--- src/rtl/pac_mport.sv ---
// pac_mport: packet action controller between forwarding lookup and the
// buffer manager / output ports. It applies per-priority buffer admission
// on the queued path and forwards each packet once with a destination
// bitmap. It also builds TSN metadata for the queued copy and keeps
// per-port, drop and abort statistics.
module pac_mport #(
    parameter int DW    = 134,
    parameter int NPORT = 4,
    parameter int IDW   = 6,
    parameter int CNT_W = 64
) (
    input  logic                   clk,
    input  logic                   rst_n,
    input  logic [DW-1:0]          in_data,
    input  logic                   in_data_wr,
    input  logic                   in_valid,
    input  logic                   in_valid_wr,
    input  logic [NPORT+2:0]       in_action,
    input  logic                   in_action_wr,
    input  logic [IDW-1:0]         bufm_id_count,
    input  logic [IDW-1:0]         cfg_th_hi,
    input  logic [IDW-1:0]         cfg_th_lo,
    output logic [DW-1:0]          out_data,
    output logic                   out_data_wr,
    output logic [NPORT-1:0]       out_port_mask,
    output logic                   out_valid,
    output logic                   out_valid_wr,
    output logic [23:0]            out_tsn_md,
    output logic                   out_tsn_md_wr,
    output logic [NPORT*CNT_W-1:0] port_pkt_cnt,
    output logic [CNT_W-1:0]       drop_cnt,
    output logic [CNT_W-1:0]       abort_cnt
);

    typedef enum logic [1:0] {
        IDLE,
        FWD,
        DROP
    } state_t;

    state_t           state;
    logic [NPORT+2:0] act_q;
    logic [NPORT+2:0] cur_act;
    logic [2:0]       cur_prio;
    logic [NPORT-1:0] fin_mask;
    logic             refuse;
    logic             bufm_refused;
    logic             is_head;
    logic             is_tail;

    assign is_head = in_data_wr && (in_data[DW-1:DW-2] == 2'b01);
    assign is_tail = in_data_wr && (in_data[DW-1:DW-2] == 2'b10);

    // Effective action for a head beat and admission of the queued (bit 0) copy
    always_comb begin
        cur_act  = in_action_wr ? in_action : act_q;
        cur_prio = cur_act[NPORT+2:NPORT];
        refuse   = (bufm_id_count == '0)
                || ((bufm_id_count <= cfg_th_lo) && (cur_prio <= 3'd1))
                || ((bufm_id_count <= cfg_th_hi) && (cur_prio == 3'd0));
        fin_mask = cur_act[NPORT-1:0];
        if (refuse) begin
            fin_mask[0] = 1'b0;
        end
        bufm_refused = refuse && cur_act[0] && (fin_mask != '0);
    end

    // Packet state machine with registered beat, status, metadata and counters
    always_ff @(posedge clk or negedge rst_n) begin
        if (!rst_n) begin
            state         <= IDLE;
            act_q         <= '0;
            out_data      <= '0;
            out_data_wr   <= 1'b0;
            out_port_mask <= '0;
            out_valid     <= 1'b0;
            out_valid_wr  <= 1'b0;
            out_tsn_md    <= '0;
            out_tsn_md_wr <= 1'b0;
            port_pkt_cnt  <= '0;
            drop_cnt      <= '0;
            abort_cnt     <= '0;
        end else begin
            out_data_wr   <= 1'b0;
            out_valid     <= 1'b0;
            out_valid_wr  <= 1'b0;
            out_tsn_md_wr <= 1'b0;

            if (in_action_wr) begin
                act_q <= in_action;
            end

            if (is_head) begin
                // A head inside an open packet truncates it; the close pulse
                // shares the output cycle with the new head beat.
                if (state == FWD) begin
                    out_valid_wr <= 1'b1;
                    out_valid    <= 1'b0;
                    abort_cnt    <= abort_cnt + CNT_W'(1);
                end else if (state == DROP) begin
                    abort_cnt    <= abort_cnt + CNT_W'(1);
                end

                if (fin_mask != '0) begin
                    state         <= FWD;
                    out_data      <= in_data;
                    out_data_wr   <= 1'b1;
                    out_port_mask <= fin_mask;
                    out_tsn_md    <= {cur_prio, in_data[107:96], fin_mask[0], 8'h00};
                    out_tsn_md_wr <= fin_mask[0];
                    if (bufm_refused) begin
                        drop_cnt <= drop_cnt + CNT_W'(1);
                    end
                end else begin
                    state    <= DROP;
                    drop_cnt <= drop_cnt + CNT_W'(1);
                end
            end else if (in_data_wr) begin
                case (state)
                    FWD: begin
                        out_data    <= in_data;
                        out_data_wr <= 1'b1;
                        if (is_tail) begin
                            state        <= IDLE;
                            out_valid_wr <= 1'b1;
                            out_valid    <= in_valid_wr ? in_valid : 1'b1;
                            for (int unsigned i = 0; i < NPORT; i++) begin
                                if (out_port_mask[i]) begin
                                    port_pkt_cnt[i*CNT_W +: CNT_W] <=
                                        port_pkt_cnt[i*CNT_W +: CNT_W] + CNT_W'(1);
                                end
                            end
                        end
                    end
                    DROP: begin
                        if (is_tail) begin
                            state <= IDLE;
                        end
                    end
                    default: begin
                    end
                endcase
            end
        end
    end

endmodule
--- config.mk ---
export PLATFORM = sky130hd
export DESIGN_NAME = pac_mport
export DESIGN_NICKNAME = d
export VERILOG_FILES = /design/src/rtl/pac_mport.sv
export SDC_FILE = /design/constraint.sdc
export NUM_CORES = 1
export LEC_CHECK = 0
export CORE_AREA = 2 2 279 281
export CTS_CLUSTER_SIZE = 30
export DETAILED_ROUTE_END_ITERATION = 8
export DIE_AREA = 0 0 281 283
export PLACE_DENSITY = 0.65
export RECOVER_POWER = 50
export SYNTH_ARGS = -nofsm -noshare
export SYNTH_HDL_FRONTEND = slang
export SYNTH_SLANG_ARGS = --single-unit
export TNS_END_PERCENT = 30
--- constraint.sdc ---
create_clock -name clk -period 2.8 [get_ports clk]
set_clock_uncertainty 0.15 [all_clocks]
set_input_delay 0.56 -clock clk [delete_from_list [all_inputs] [get_ports clk]]
set_output_delay 0.56 -clock clk [all_outputs]
set_load 0.05 [all_outputs]
==> summary.txt <==
initial core utilization -> 31.70%
critical-path cell list -> clkdlybuf4s50_1 > inv_2 > ha_4 > nand3_4 > a21o_1 > a21o_1 > o31a_1 > o211a_4 > clkbuf_16 > clkbuf_16 > mux2_2
Vias -> 19881
total power after layout -> 0.02512 W
routed len/inst -> 20.68 um
ANT nets after route -> 0
#FFs+latches synth -> 550
Reg clk slew, reported paths -> 0.06 ns
Cell Area, Synth -> 0.02432 sq mm
fin area -> 0.03620 sq mm
maximum number of pins on one net before global-route repair -> 73
Critical Path End -> out_data[118]
GRT Overall Usage -> 20.23%
Routed WL -> 83570 um
clock sinks -> 550
Register-to-Register Path Depth -> 8
GRT overflow -> 0
sequential area share after synthesis -> 56.60%
Row Count -> 102
initial antenna violation count -> 4
hold slack final -> 0.2495 ns
CTS tree -> done
setup slack, reg-to-reg -> 0.08 ns
period utilisation layout -> 100.7%
global-route wire length before repair -> 126400 um
Worst EP required -> 3.14 ns
Die H -> 283 um
Critical Path Slowest Stage Cell -> clkdlybuf4s50_1
cell count after synthesis -> 2063
CP Depth -> 11
Worst slew margin -> 8.132%
placed inst area -> 0.03384 sq mm
Core Region -> 0.07670 sq mm
hpwl dp -> 63280 um
failing checks -> setup timing
Final Hold Vio Count -> 0
Finished Layout Cells -> 4041
worst vdd ir -> 0.7214 mV
Worst R2R Start -> act_q[4]
io pins -> 715
1st-pass router iterations -> 7
via density per instance -> 4.920
number of global-route vias before repair -> 20764
Worst Max-Slew Pin Slew -> 1.378 ns
synth unique cells -> 53
Setup crit start kind -> input port
Critical path origin -> cfg_th_lo[5]
HP Start -> in_action_wr
worst-path fanout max -> 6
Num CTS Buffers -> 61
fmax -> 354.8 MHz
Post-Place Cells -> 3913
Avg Cell Area, Syn -> 11.79 sq um
final core occ -> 47.20%
Leakage -> 15.91 nW
clk root buf -> clkbuf_16
clk_lat worst skew -> 0.61 ns
final setup fails -> 11
slowest stage delay, CP -> 0.47 ns
number of synthesized flops with an enable pin -> 0
pwr dens -> 693.8 mW/mm^2
die width -> 281 um
worst hold path class -> input port to register
worst path arrival time -> 3.16 ns
FFs w/ async S/R, synth -> 100.0%
final worst slack -> -0.01889 ns
RD Place Congestion -> 0.8700
n_diodes -> 0
Final Max Slew Viols -> 0
outcome -> finished with violations
Syn. warnings -> 0
clk buf depth -> 3
Final nets -> 3132
Max Cap Viol -> 0
DRC Markers -> 0
# port buffers -> 706
H-Tree Depth -> 2
detailed router's first-iteration violation count -> 1087
Worst R2R End -> out_data[118]
crit end category -> register
Area growth syn-to-layout -> 48.89%
crit path buf inv count -> 4
CP delay by family, top -> compound AO/OA/AOI/OAI gates
die area -> 0.07952 sq mm
fraction of layout cells with a size suffix above 1 -> 15.59%
WS Path Type -> input port to register
Main synth FF type -> dfrtp_1
post-layout min period -> 2.819 ns
==> power breakdown <==
| part | switching, W | total, W | internal [W] |
|---|---|---|---|
| clock network | 0.00337 | 0.00848 | 0.00510 |
| registers | 0.000649 | 0.00946 | 0.00881 |
| logic | 0.00466 | 0.00718 | 0.00253 |
| total | 0.00868 | 0.0251 | 0.0164 |
==> layout make-up <==
cell class	instances	area (sq um)
clock buffers	94	1933
repair buffers	891	8491
fillers	6857	40500
multi-input cells	1397	10310
clock inverters	22	231.5
well taps	1040	1301
inverters	47	176.4
flip-flops and latches	550	13770
==> how the worst min path moves through the flow <==
stage                        endpoint  slack, ns  cells past startpoint
floorplan                abort_cnt[0]       0.11                      0
global placement    port_pkt_cnt[127]       0.31                      1
detailed placement   port_pkt_cnt[63]       0.31                      1
CTS                         out_valid       0.30                      2
global route                 act_q[4]       0.26                      2
finish                       act_q[4]       0.25                      2
==> cell families after synthesis <==
family | after synthesis | share of synthesized area (%)
simple gates | 738 | 16.36
flops | 550 | 56.60
xor+xnor | 378 | 13.62
mux | 164 | 7.595
buf+inv | 124 | 2.135
compound gates | 89 | 2.701
fa+ha+maj | 19 | 0.9777
other cells | 1 | 0.01542
==> sequential cells by signal, summed over array words and instances, names as in the netlist, 2 cells and up <==
name / flops
state: 2
out_tsn_md: 15
abort_cnt: 64
port_pkt_cnt: 256
out_data: 134
out_port_mask: 4
drop_cnt: 64
act_q: 7
==> repair_timing <==
| action | in CTS | in global routing |
|---|---|---|
| endpoints found under the hold margin | 40 | 0 |
| setup buffers | 0 | 2 |
| setup endpoints to repair | 106 | 220 |
| gates cloned | 0 | 10 |
| hold buffers | 1 | 0 |
| resized for setup | 6 | 65 |
| pin swaps | 1 | 12 |
==> Yosys cell counts, drive strengths merged, types with 4 or more instances <==
master,instances,area [sq um]
a2111oi,14,122.6
a211oi,47,352.8
a21o,7,52.55
a21oi,12,60.06
and2,19,118.9
and3,76,475.5
and4,37,324.1
buf,21,132.6
clkbuf,56,210.2
dfrtp,550,13760
ha,19,237.7
inv,47,176.4
mux2,164,1847
nand2,152,570.6
nand2b,7,43.79
nand3,149,745.7
nand4,108,681.9
nand4b,4,50.05
nor2,94,352.8
nor3,44,225.2
nor4,22,171.4
or3,5,36.28
xnor2,220,1927
xor2,158,1384
==> metal layers <==
metal	part of all wire, %	up-vias	GRT usage (%)
met2	51	679	35.46
met3	7.4	135	5.624
met5	0.049	-	0
met4	3.1	6	6.430
met1	39	10057	23.80
li1	-	9004	-
==> placed cells by master, fill, tap and decap left out, types with 5 or more instances in the layout <==
master	Yosys	final
clkinv_2	0	12
ha_1	19	10
and3_1	76	76
nor2_1	94	94
nand2b_1	7	7
dfrtp_1	550	548
and4_1	37	37
clkbuf_1	56	56
buf_12	0	7
clkbuf_8	0	24
inv_1	47	37
nor4_1	18	16
nor3_2	1	6
and2_1	15	13
ha_4	0	9
a21oi_1	12	11
clkbuf_2	0	6
and2_0	4	5
nand3_1	149	148
xor2_1	158	158
a2111oi_0	14	7
a21o_1	7	7
a211oi_1	47	47
buf_4	9	103
nor3_1	43	38
conb_1	1	8
nand4_1	107	107
xnor2_1	220	220
inv_2	0	10
clkdlybuf4s50_1	0	675
nand2_1	152	152
clkbuf_16	0	69
dlymetal6s2s_1	0	14
clkbuf_4	0	16
mux2_2	164	158
==> per-stage QoR <==
| step | setup WS, ns | TNS [ns] |
|---|---|---|
| 2_1_floorplan | -0.07418 | -0.3201 |
| 3_3_place_gp | -0.6638 | -174.00 |
| 3_5_place_dp | -0.7014 | -187.02 |
| 4_1_cts | -0.02658 | -0.7680 |
| 5_1_grt | -0.02213 | -0.04523 |
| 6_report | -0.01889 | -0.06390 |
Power figures use the tool's default switching activity.
